===== config.mk =====
export PLATFORM = sky130hd
export DESIGN_NAME = reg_bank_fwd_flat
export DESIGN_NICKNAME = d
export VERILOG_FILES = /design/src/rtl/reg_bank_fwd_if.sv /design/src/rtl/reg_bank_fwd.sv /design/src/flat_wrapper.sv
export SDC_FILE = /design/constraint.sdc
export NUM_CORES = 1
export LEC_CHECK = 0
export CELL_PAD_IN_SITES_DETAIL_PLACEMENT = 0
export CELL_PAD_IN_SITES_GLOBAL_PLACEMENT = 1
export CORE_MARGIN = 2
export CORE_UTILIZATION = 55
export DETAILED_ROUTE_END_ITERATION = 8
export PLACE_DENSITY_LB_ADDON = 0.3
export SYNTH_ARGS = -nofsm -noshare
export SYNTH_HDL_FRONTEND = slang
export SYNTH_SLANG_ARGS = --single-unit

===== constraint.sdc =====
create_clock -name clk -period 38.8 [get_ports clk]
set_clock_uncertainty 0.15 [all_clocks]
set_input_delay 7.76 -clock clk [delete_from_list [all_inputs] [get_ports clk]]
set_output_delay 7.76 -clock clk [all_outputs]
set_load 0.02 [all_outputs]

===== src/rtl/reg_bank_fwd_if.sv =====
// reg_bank_fwd_if: operand-fetch bus between the pipeline and reg_bank_fwd.
//   master modport (pipeline side):
//     drives ra, rb, rw, wdata, we, stall, ans_ex, ans_dm, ans_wb, imm,
//     mux_sel_a, mux_sel_b, imm_sel
//     samples a, b, rd_valid
//   slave modport (register bank side): the same signals in the opposite directions.
//   Parameters DATA_W / ADDR_W must match the reg_bank_fwd instance on the bus.
interface reg_bank_fwd_if #(
  parameter int unsigned DATA_W = 16,
  parameter int unsigned ADDR_W = 5
);
  logic [ADDR_W-1:0] ra;
  logic [ADDR_W-1:0] rb;
  logic [ADDR_W-1:0] rw;
  logic [DATA_W-1:0] wdata;
  logic              we;
  logic              stall;
  logic [DATA_W-1:0] ans_ex;
  logic [DATA_W-1:0] ans_dm;
  logic [DATA_W-1:0] ans_wb;
  logic [DATA_W-1:0] imm;
  logic [1:0]        mux_sel_a;
  logic [1:0]        mux_sel_b;
  logic              imm_sel;
  logic [DATA_W-1:0] a;
  logic [DATA_W-1:0] b;
  logic              rd_valid;

  modport master (
    output ra, rb, rw, wdata, we, stall, ans_ex, ans_dm, ans_wb, imm,
           mux_sel_a, mux_sel_b, imm_sel,
    input  a, b, rd_valid
  );

  modport slave (
    input  ra, rb, rw, wdata, we, stall, ans_ex, ans_dm, ans_wb, imm,
           mux_sel_a, mux_sel_b, imm_sel,
    output a, b, rd_valid
  );
endinterface


===== src/rtl/reg_bank_fwd.sv =====
// reg_bank_fwd: 2-read / 1-write register bank with latched read ports and
// combinational operand forwarding muxes.
//   clk  : single clock, all state changes on its rising edge
//   rst  : asynchronous active-high reset (clears array, latches, rd_valid)
//   bus  : reg_bank_fwd_if.slave
//          ra/rb read addresses, rw/wdata/we write port, stall holds latches,
//          ans_ex/ans_dm/ans_wb forwarding sources, imm immediate,
//          mux_sel_a/mux_sel_b (00 latch, 01 ex, 10 dm, 11 wb), imm_sel,
//          a/b operands (combinational), rd_valid (registered)
// Build option: define WRITE_BYPASS_EN to make a same-edge read of the write
// address latch the incoming wdata instead of the old array contents.
module reg_bank_fwd #(
  parameter int unsigned DATA_W = 16,
  parameter int unsigned ADDR_W = 5
) (
  input logic           clk,
  input logic           rst,
  reg_bank_fwd_if.slave bus
);

  localparam int unsigned DEPTH = 1 << ADDR_W;

  logic [DATA_W-1:0] mem [DEPTH];
  logic [DATA_W-1:0] ar;
  logic [DATA_W-1:0] br;
  logic              rd_valid_q;
  logic              wr_en_c;
  logic [DATA_W-1:0] ra_data_c;
  logic [DATA_W-1:0] rb_data_c;

  // Entry 0 is never written, so it stays at its reset value of 0.
  assign wr_en_c = bus.we && (bus.rw != '0);

  // Read data presented to the latches.
  always_comb begin
    ra_data_c = mem[bus.ra];
    rb_data_c = mem[bus.rb];
`ifdef WRITE_BYPASS_EN
    if (wr_en_c && (bus.ra == bus.rw)) ra_data_c = bus.wdata;
    if (wr_en_c && (bus.rb == bus.rw)) rb_data_c = bus.wdata;
`endif
  end

  // Register array; writes proceed regardless of stall.
  always_ff @(posedge clk or posedge rst) begin
    if (rst) begin
      for (int unsigned i = 0; i < DEPTH; i++) mem[i] <= '0;
    end else if (wr_en_c) begin
      mem[bus.rw] <= bus.wdata;
    end
  end

  // Read latches and valid flag, frozen while stalled.
  always_ff @(posedge clk or posedge rst) begin
    if (rst) begin
      ar         <= '0;
      br         <= '0;
      rd_valid_q <= 1'b0;
    end else if (!bus.stall) begin
      ar         <= ra_data_c;
      br         <= rb_data_c;
      rd_valid_q <= 1'b1;
    end
  end

  // Forwarding muxes act in the same cycle as their selects.
  always_comb begin
    bus.a = ar;
    unique case (bus.mux_sel_a)
      2'b01:   bus.a = bus.ans_ex;
      2'b10:   bus.a = bus.ans_dm;
      2'b11:   bus.a = bus.ans_wb;
      default: bus.a = ar;
    endcase

    bus.b = br;
    if (bus.imm_sel) begin
      bus.b = bus.imm;
    end else begin
      unique case (bus.mux_sel_b)
        2'b01:   bus.b = bus.ans_ex;
        2'b10:   bus.b = bus.ans_dm;
        2'b11:   bus.b = bus.ans_wb;
        default: bus.b = br;
      endcase
    end
  end

  assign bus.rd_valid = rd_valid_q;

endmodule


===== src/flat_wrapper.sv =====
// flat-port wrapper written by rule: the top's interface ports become plain ports
module reg_bank_fwd_flat 
#(
  parameter int unsigned DATA_W = 16,
  parameter int unsigned ADDR_W = 5
)
  (clk, rst, bus_ra, bus_rb, bus_rw, bus_wdata, bus_we, bus_stall, bus_ans_ex, bus_ans_dm, bus_ans_wb, bus_imm, bus_mux_sel_a, bus_mux_sel_b, bus_imm_sel, bus_a, bus_b, bus_rd_valid);
  reg_bank_fwd_if #(.DATA_W(DATA_W), .ADDR_W(ADDR_W)) bus_i ();
  input logic clk;
  input logic rst;
  input wire logic [$bits(bus_i.ra)-1:0] bus_ra;
  input wire logic [$bits(bus_i.rb)-1:0] bus_rb;
  input wire logic [$bits(bus_i.rw)-1:0] bus_rw;
  input wire logic [$bits(bus_i.wdata)-1:0] bus_wdata;
  input wire logic [$bits(bus_i.we)-1:0] bus_we;
  input wire logic [$bits(bus_i.stall)-1:0] bus_stall;
  input wire logic [$bits(bus_i.ans_ex)-1:0] bus_ans_ex;
  input wire logic [$bits(bus_i.ans_dm)-1:0] bus_ans_dm;
  input wire logic [$bits(bus_i.ans_wb)-1:0] bus_ans_wb;
  input wire logic [$bits(bus_i.imm)-1:0] bus_imm;
  input wire logic [$bits(bus_i.mux_sel_a)-1:0] bus_mux_sel_a;
  input wire logic [$bits(bus_i.mux_sel_b)-1:0] bus_mux_sel_b;
  input wire logic [$bits(bus_i.imm_sel)-1:0] bus_imm_sel;
  output wire logic [$bits(bus_i.a)-1:0] bus_a;
  output wire logic [$bits(bus_i.b)-1:0] bus_b;
  output wire logic [$bits(bus_i.rd_valid)-1:0] bus_rd_valid;
  assign bus_i.ra = bus_ra;
  assign bus_i.rb = bus_rb;
  assign bus_i.rw = bus_rw;
  assign bus_i.wdata = bus_wdata;
  assign bus_i.we = bus_we;
  assign bus_i.stall = bus_stall;
  assign bus_i.ans_ex = bus_ans_ex;
  assign bus_i.ans_dm = bus_ans_dm;
  assign bus_i.ans_wb = bus_ans_wb;
  assign bus_i.imm = bus_imm;
  assign bus_i.mux_sel_a = bus_mux_sel_a;
  assign bus_i.mux_sel_b = bus_mux_sel_b;
  assign bus_i.imm_sel = bus_imm_sel;
  assign bus_a = bus_i.a;
  assign bus_b = bus_i.b;
  assign bus_rd_valid = bus_i.rd_valid;
  reg_bank_fwd #(.DATA_W(DATA_W), .ADDR_W(ADDR_W)) u_core (.clk(clk), .rst(rst), .bus(bus_i));
endmodule

* After elaboration in Yosys (flattened, before gate mapping)
Index checks and enable logic that the tools add are counted.
Storage, ports and cells: bits in registers 545, word-level logic and storage cells 63, output and inout bits 33, bits of input ports 104
Cells by class: reductions and logical operators 3, $lt $le $gt $ge 4, equality and inequality tests 6, muxes and demuxes 12, bitwise gates (word level) 3
Operators with widths (count):
- 512-bit bitwise mux | 1
- 16-bit binary-select mux with 5-bit select | 2
- 16-bit 2-to-1 mux | 6
- 16-bit one-hot mux with 3 select lines | 2
- 16-bit demux with 5-bit select | 1
- 6-bit greater-or-equal comparator, second input constant | 3
- 5-bit inverter with 6-bit output | 3
- 2-bit equality test, second input constant | 4
- 6-bit by 1-bit < comparator with 1-bit output, second input constant | 1
- 5-bit nonzero test | 1
- 2-bit by 1-bit equality test with 1-bit output, second input constant | 2
- 1-bit logical AND | 2

* Longest topological paths before layout
Gate-level depths: netlist of run 1.
word-level depth 6, gate-level depth with buffers 8, depth with buffers taken out 5

* Worst setup path after synthesis of run 1
No wires, ideal clock.
path kind input to output, start point in bus_mux_sel_b[0], end point out bus_b[10], path buffers 2, stages on the path 4, required time 30.890 ns, arrival 9.123 ns, path slack 21.767 ns, path through buf_2 buf_2 mux4_2 mux2_2
Between the ends: longest elaborated chain between the ends 3, elaborated cells between the ends (all ways) 5, those cells by class eq/ne (3); mux (2)
RTL lines:
- start, declared | RTL line flat_wrapper.sv:22 | input wire logic [$bits(bus_i.mux_sel_b)-1:0] bus_mux_sel_b;
- 2-bit equality test / 2-bit by 1-bit equality test with 1-bit output (equally long branches) | RTL line reg_bank_fwd.sv:80 | unique case (bus.mux_sel_b)
- 16-bit one-hot mux with 3 select lines * | RTL line reg_bank_fwd.sv:80
- 16-bit 2-to-1 mux * | RTL line reg_bank_fwd.sv:77 | if (bus.imm_sel) begin
- end, declared | RTL line flat_wrapper.sv:25 | output wire logic [$bits(bus_i.b)-1:0] bus_b;
Mark *: on every way between the ends. The rest lies on a longest branch, timed or not.

* Final worst setup path of run 1
start point in bus_mux_sel_b[0], end point out bus_b[15]
The elaborated chain is that of the path after synthesis.

==> results of run 1 <==
critical path, cell delays in order:
cell and delay (ns):
buf_2 0.63, mux4_2 0.71, mux2_2 0.30, clkdlybuf4s50_1 0.55
through the flow:
stage	hold slack (ns)	util
floorplan	0.293	-
global placement	0.234	0.578
detailed placement	0.238	0.578
CTS	0.251	0.613
global route	0.266	0.613
finish	0.250	0.613
logic make-up (layout without fill, tap and decap cells):
| kind of cell | Yosys count | after routing |
|---|---|---|
| AOI/OAI and AO/OA | 384 | 384 |
| buffers and inverters | 247 | 296 |
| DFF | 545 | 545 |
| muxes | 1056 | 1056 |
| other | 0 | 1 |
| and+or+nand+nor | 97 | 97 |
per-layer routing:
layer | part of all wire | up-vias | global-route usage
li1 | - | 8861 | -
met1 | 0.41 | 11100 | 0.436
met2 | 0.47 | 884 | 0.526
met3 | 0.067 | 254 | 0.0512
met4 | 0.050 | 0 | 0.154
met5 | 0 | - | 0
placed cells by master, fill, tap and decap left out, types with 50 or more instances in the layout:
| master | Yosys | layout |
|---|---|---|
| mux2_1 | 54 | 54 |
| clkbuf_16 | 0 | 59 |
| mux2_2 | 458 | 458 |
| a22o_1 | 64 | 64 |
| a21oi_1 | 64 | 64 |
| nand2_1 | 50 | 50 |
| mux2i_1 | 512 | 512 |
| dfrtp_1 | 545 | 545 |
| clkdlybuf4s50_1 | 0 | 132 |
| a221oi_1 | 52 | 52 |
| a22oi_1 | 128 | 128 |
power groups by stage:
stage / combinational, mW / clock, mW / sequential [mW]
after floorplan: 0.264 / 0 / 0.739
after global placement: 0.327 / 0 / 0.753
after detailed placement: 0.338 / 0 / 0.763
after CTS: 0.339 / 0.569 / 0.753
after global routing: 0.367 / 0.594 / 0.769
final: 0.340 / 0.562 / 0.757
worst max path at each step:
stage	start	cells past startpoint	to	slack [ns]
after global placement	bus_mux_sel_b[0]	4	bus_b[15]	20.92
after floorplan	rst	1	u_core.ar[0]	15.65
after detailed placement	bus_mux_sel_b[0]	4	bus_b[15]	20.90
after global routing	bus_mux_sel_b[0]	4	bus_b[15]	20.88
after CTS	bus_mux_sel_b[0]	4	bus_b[15]	20.90
final	bus_mux_sel_b[0]	4	bus_b[15]	20.91
state kept, by name (all words and copies together) (netlist names):
name and flops:
u_core.ar 16, u_core.br 16, u_core.bus.rd_valid 1, u_core.mem 512
area by class of cell:
class / instances / area [um2]
Antenna cell: 1 / 2.50
Clock buffer: 99 / 1800
Clock inverter: 11 / 123
Fill cell: 4361 / 21200
Inverter: 1 / 11.3
Multi-Input combinational cell: 1537 / 15400
Sequential cell: 545 / 13600
Tap cell: 704 / 881
Timing Repair Buffer: 185 / 1760
==> impl_metrics.json, run 1 <==
{
  "path_clk_slew_ns": 0.06,
  "yosysSeqAreaShare": 0.449,
  "ant_nets": 0,
  "ctsHoldBuffers": 0,
  "drc_errors": 0,
  "grt_pass1_vias": 21300,
  "cts_tree": "built",
  "pwr-share-comb": 0.205,
  "stdcell_count": 3083,
  "dpl.hpwl_um": 52900,
  "synthMuxAreaShare": 0.382,
  "placedInstanceArea_um2": 31700,
  "drt_iter0_drc": 2044,
  "power_frac_clock": 0.339,
  "p_leak_nw": 15.4,
  "core_um2": 54900,
  "hold_viol": 0,
  "hold_path_class": "reg2reg",
  "cp_data_required_time_ns": 30.89,
  "synth_compound_area_frac": 0.105,
  "slew_headroom": 0.140,
  "drtPass1Iterations": 5,
  "power_frac_seq": 0.456,
  "rows": 86,
  "final_cell_area_um2": 33600,
  "synth_area_leader_cell": "dfrtp_1",
  "ys.flop_type": "dfrtp_1",
  "p_per_area_nw_per_um2": 49.3,
  "grt_pass1_wl_um": 138000,
  "netlist_area_um2": 30400,
  "total_power_mw": 1.66,
  "rsz0062_at_grt": "false",
  "hold_depth": 0,
  "track_usage": 0.327,
  "slew_viol_final": 0,
  "reg2reg_from": "u_core.mem[303]",
  "internal_power_mw": 1.18,
  "grt_max_degree": 123,
  "crit_type": "in2out",
  "worst_pin_slew_ns": 1.29,
  "ios": 137,
  "gp_congestion": 0.794,
  "syn_to_final_growth_pct": 10.7,
  "reg2reg_slack_ns": 36.81,
  "yosys-top-cells-count": "545 x dfrtp_1, 512 x mux2i_1, 458 x mux2_2",
  "cts_resized": 0,
  "ys.warnings.count": 0,
  "synth_xor_area_frac": 0,
  "rr_endpoint": "u_core.ar[15]",
  "io_buffer_count": 136,
  "max_freq_mhz": 55.9,
  "cts-root-buf": "clkbuf_16",
  "netlist_instances": 2329,
  "post_cts_buffers": 0,
  "startpoint_type": "primary input",
  "synth_top_family_by_area": "multiplexers",
  "worstHoldStart": "u_core.mem[496]",
  "status": "completed",
  "die_y_um": 239,
  "yosysUniqueCellTypes": 36,
  "setup_tns_ns": 0,
  "cts_buffers": 59,
  "peakVddDrop_uv": 38.0,
  "synth.avg_cell_area_um2": 13.1,
  "via_per_inst": 6.83,
  "cp_max_fo": 16,
  "min_period_ns": 17.89,
  "drive_gt1_frac": 0.296,
  "synthSimpleGateAreaFrac": 0.0170,
  "yosysMostFrequentCell": "dfrtp_1",
  "cp.arrival_ns": 9.98,
  "syn-num-nets": 2433,
  "die_x_um": 239,
  "clk_latency_ns": 0.64,
  "end_kind": "primary output",
  "finalSetupViolations": 0,
  "nets": 2433,
  "finalCritPeriodShare": 0.461,
  "antenna_found_initial": 2,
  "routed_wirelength_um": 93700,
  "hold_end": "u_core.mem[496]",
  "synth_area_leaders": "dfrtp_1 45%, mux2_2 17%, mux2i_1 17%",
  "switching_share": 0.288,
  "synth-adder-area-share": 0,
  "cts.sinks": 545,
  "gr-total-overflow": 0,
  "p_sw_mw": 0.478,
  "routedWlPerCell_um": 30.4,
  "synth_edf_count": 0,
  "synthArstFlopShare": 1.00,
  "clockBufferDepth": 3,
  "pre_cts_slack_ns": 20.90,
  "num_vias": 21100,
  "synth_top_area_frac": 0.449,
  "final.setup.worst_slack_ns": 20.91,
  "maxCapViolations": 0,
  "r2r_cells": 5,
  "die_area_um2": 57200,
  "initial_core_util": 0.554,
  "dpl.cell_count": 2972,
  "synth_seq_cells": 545,
  "htreeDepth": 2
}
Power figures use the tool's default switching activity.
==> inputs of run 2 (changes only) <==
Settings changed: CORE_UTILIZATION 55 to 46.
Clock period 38.8 ns to 15.6 ns, I/O delays scaled along.
==> impl_metrics.json, run 2 (same netlist as run 1, synthesis figures left out) <==
{
  "io_buffer_count": 136,
  "slew_headroom": 0.114,
  "max_freq_mhz": 114,
  "num_vias": 20700,
  "drtPass1Iterations": 7,
  "worst_hold_slack_ns": 0.252,
  "cp_max_fo": 9,
  "rows": 94,
  "setup_tns_ns": 0,
  "gp_congestion": 0.793,
  "grt_max_degree": 174,
  "nets": 2435,
  "status": "completed",
  "finalSetupViolations": 0,
  "final.setup.worst_slack_ns": 6.86,
  "drt_iter0_drc": 1749,
  "cp_data_required_time_ns": 12.33,
  "hold_viol": 0,
  "rsz0062_at_grt": "false",
  "core_um2": 65600,
  "dpl.hpwl_um": 54300,
  "total_power_mw": 4.18,
  "cts.sinks": 545,
  "p_leak_nw": 15.5,
  "placedInstanceArea_um2": 31900,
  "final_cell_area_um2": 33900,
  "worstPathBufferInverterCount": 3,
  "regMostFlops": "u_core.mem",
  "cp.arrival_ns": 5.47,
  "worst_pin_slew_ns": 1.33,
  "cts_resized": 0,
  "startpoint_type": "primary input",
  "maxCapViolations": 0,
  "die_y_um": 261,
  "cts_tree": "built",
  "largest_register_ffs": 512,
  "track_usage": 0.282,
  "ant_nets": 0,
  "routed_wirelength_um": 96100,
  "reg_top3": "u_core.mem (512), u_core.ar (16), u_core.br (16)",
  "p_per_area_nw_per_um2": 123,
  "syn_to_final_growth_pct": 11.7,
  "crit_path_cell_trace": "clkdlybuf4s50_1 -> buf_4 -> mux4_2 -> mux2_2 -> clkdlybuf4s50_1",
  "crit_type": "in2out",
  "ios": 137,
  "initial_core_util": 0.463,
  "finalCritPeriodShare": 0.561,
  "routedWlPerCell_um": 29.6,
  "die_area_um2": 68100,
  "grt_pass1_vias": 21400,
  "slowest_stage": "clkdlybuf4s50_1",
  "fill_cells": 5666,
  "clk_latency_ns": 0.63,
  "path_clk_slew_ns": 0.06,
  "drc_errors": 0,
  "drive_gt1_frac": 0.305,
  "n_antenna_cell": 0,
  "pre_cts_slack_ns": 6.82,
  "grt_pass1_wl_um": 142000,
  "htreeDepth": 2,
  "via_per_inst": 6.37,
  "r2r_cells": 5,
  "antenna_found_initial": 2,
  "cp.depth": 5,
  "die_x_um": 261,
  "hold_depth": 0,
  "end_kind": "primary output",
  "final_cell_mix": "545 x dfrtp_1, 512 x mux2i_1, 458 x mux2_2",
  "path_delay_family": "buffers and inverters",
  "post_cts_buffers": 0,
  "ctsHoldBuffers": 0,
  "max_stage_delay_ns": 0.83,
  "min_period_ns": 8.74,
  "gr-total-overflow": 0,
  "cts_buffers": 59,
  "hold_path_class": "reg2reg",
  "clockBufferDepth": 3,
  "cpMostUsedCell": "clkdlybuf4s50_1",
  "peakVddDrop_uv": 87.2,
  "layout_commonest_cell": "dfrtp_1",
  "slew_viol_final": 0,
  "cts-root-buf": "clkbuf_16"
}
==> run 2: cell types whose count changed in the layout (fill, tap and decap cells not counted), moves of 2 or more <==
cell	delta
clkbuf_16	+2
buf_12	+2
nand2_2	+7
clkbuf_1	-12
inv_6	-4
bufinv_16	+2
clkinvlp_4	+2
nor2_4	-7
nand2_1	-7
nor2_2	+7
clkinv_2	+11
==> run 2: final timing paths <==
kind | start | to | slack [ns]
hold reg to reg | u_core.mem[499] | u_core.mem[499] | 0.25
max in group asynchronous | rst | u_core.mem[505] | 9.94
setup reg to reg | u_core.mem[319] | u_core.ar[15] | 13.61
setup / recovery | bus_mux_sel_b[1] | bus_b[9] | 6.86
hold / removal | u_core.mem[499] | u_core.mem[499] | 0.25
min in group asynchronous | rst | u_core.mem[188] | 2.94
==> run 2: per-layer routing <==
metal | routed length (um) | track usage | part of all wire
met1 | 41700 | 0.379 | 0.43
met2 | 45700 | 0.464 | 0.48
met3 | 5100 | 0.0419 | 0.053
met4 | 3580 | 0.101 | 0.037
met5 | 0 | 0 | 0
==> run 2: through the flow <==
stage | utilization | instances
after CTS | 0.517 | 3244
after global placement | 0.486 | 3134
final | 0.517 | 3244
after global routing | 0.517 | 3244
after detailed placement | 0.486 | 3134
after floorplan | - | 2329
==> run 2: final cells by class <==
cell class                 instances  area [um2]  area share
clock buffer                      89        1800      0.0531
tap                              864        1080      0.0319
multi-input combinational       1537       15400       0.454
clock inverter                    21         210     0.00619
sequential                       545       13600       0.402
timing repair buffer             187        1790      0.0528
inverter                           1        7.51    0.000221
==> run 2: power breakdown <==
part / internal [mW] / switching (mW) / leakage (nW)
Clock: 0.858 / 0.595 / 1.00
Sequential: 1.68 / 0.201 / 6.97
Combinational: 0.450 / 0.398 / 7.51
==> inputs of run 3 (changes only) <==
Settings changed: CORE_UTILIZATION 46 to 51.
Clock period 15.6 ns to 9.2 ns, I/O delays scaled along.
==> impl_metrics.json, run 3 (same netlist as run 1, synthesis figures left out) <==
{
  "path_clk_slew_ns": 0.06,
  "die_x_um": 248,
  "die_y_um": 248,
  "nets": 2441,
  "core_um2": 59000,
  "grt_pass1_vias": 21500,
  "rr_endpoint": "u_core.ar[1]",
  "cts-root-buf": "clkbuf_16",
  "grt_pass1_wl_um": 138000,
  "grt_max_degree": 159,
  "dpl.hpwl_um": 53100,
  "cts.sinks": 545,
  "die_area_um2": 61600,
  "ios": 137,
  "htreeDepth": 2,
  "num_vias": 20800,
  "clockBufferDepth": 3,
  "cts_resized": 0,
  "end_kind": "primary output",
  "slew_viol_final": 0,
  "worstHoldStart": "u_core.mem[501]",
  "initial_core_util": 0.515,
  "layout_commonest_cell": "dfrtp_1",
  "pre_cts_slack_ns": 2.99,
  "drive_gt1_frac": 0.300,
  "routedWlPerCell_um": 29.3,
  "hold_viol": 0,
  "routed_wirelength_um": 92500,
  "largest_register_ffs": 512,
  "max_freq_mhz": 161,
  "syn_to_final_growth_pct": 11.2,
  "io_buffer_count": 136,
  "reg_top3": "u_core.mem (512), u_core.ar (16), u_core.br (16)",
  "reg2reg_from": "u_core.mem[177]",
  "min_period_ns": 6.20,
  "rsz0062_at_grt": "false",
  "clk_latency_ns": 0.62,
  "p_per_area_nw_per_um2": 208,
  "total_power_mw": 7.04,
  "gp_congestion": 0.814,
  "startpoint_type": "primary input",
  "drt-met1-wl_um": 39600,
  "track_usage": 0.301,
  "status": "completed",
  "drt_iter0_drc": 1721,
  "routed.top_layer": "met4",
  "crit_type": "in2out",
  "hold_path_class": "reg2reg",
  "ctsHoldBuffers": 0,
  "final.setup.worst_slack_ns": 3.00,
  "worst_pin_slew_ns": 1.28,
  "reg2reg_slack_ns": 7.24,
  "cts_buffers": 60,
  "antenna_found_initial": 1,
  "p_leak_nw": 15.5,
  "cp_max_fo": 9,
  "hold_depth": 0,
  "cts_tree": "built",
  "post_cts_buffers": 0,
  "peakVddDrop_uv": 157,
  "cp_data_required_time_ns": 7.21,
  "regMostFlops": "u_core.mem",
  "drtPass1Iterations": 7,
  "final_cell_mix": "545 x dfrtp_1, 512 x mux2i_1, 458 x mux2_2",
  "ant_nets": 0,
  "gr-total-overflow": 0,
  "hold_end": "u_core.mem[501]",
  "maxCapViolations": 0,
  "wl_met3_um": 6200,
  "slew_headroom": 0.145,
  "drc_errors": 0,
  "wl_met2_um": 43300,
  "cp.arrival_ns": 4.21,
  "via_per_inst": 6.59,
  "final_core_utilization": 0.573,
  "finalCritPeriodShare": 0.674,
  "r2r_cells": 5,
  "rows": 89,
  "finalSetupViolations": 0
}
-- run 3: where the power goes --
part / internal (mW) / switching (mW) / leakage (nW)
clock network: 1.43 / 0.988 / 0.957
logic: 0.762 / 0.680 / 7.53
registers: 2.85 / 0.342 / 6.97
total: 5.03 / 2.01 / 15.5
-- run 3: per-layer routing --
layer	up-vias	GRT usage
li1	8878	-
met1	11000	0.404
met2	774	0.484
met3	189	0.0575
met4	0	0.116
met5	-	0
-- run 3: area by class of cell --
class / instances / area [um2]
Antenna cell: 2 / 5.00
Inverter: 1 / 7.51
Multi-Input combinational cell: 1537 / 15400
Sequential cell: 545 / 13600
Tap cell: 773 / 967
Clock inverter: 16 / 188
Clock buffer: 91 / 1770
Fill cell: 4736 / 25200
Timing Repair Buffer: 192 / 1840
-- run 3: worst max path at each step --
stage	slack (ns)	endpoint	cells after the start	from
global route	2.96	bus_b[9]	5	bus_mux_sel_b[1]
finish	3.00	bus_b[13]	5	bus_mux_sel_b[1]
CTS	2.99	bus_b[11]	5	bus_mux_sel_b[1]
floorplan	-0.20	u_core.ar[0]	1	rst
global placement	3.02	bus_b[14]	5	bus_mux_sel_b[1]
detailed placement	2.99	bus_b[11]	5	bus_mux_sel_b[1]
-- run 3: worst max-delay path, cell delays in order --
cell,delay [ns]
clkdlybuf4s50_1,0.85
buf_4,0.35
mux4_2,0.33
mux2_2,0.27
clkdlybuf4s50_1,0.54
-- run 3: per-stage QoR --
stage,TNS [ns],cell area [um2],hold WS (ns),std cells
2_1_floorplan,-111.13,30400,0.293,2329
3_3_place_gp,0,31800,0.234,3048
3_5_place_dp,0,31800,0.241,3048
4_1_cts,0,33800,0.255,3155
5_1_grt,0,33800,0.263,3156
6_report,0,33800,0.253,3157
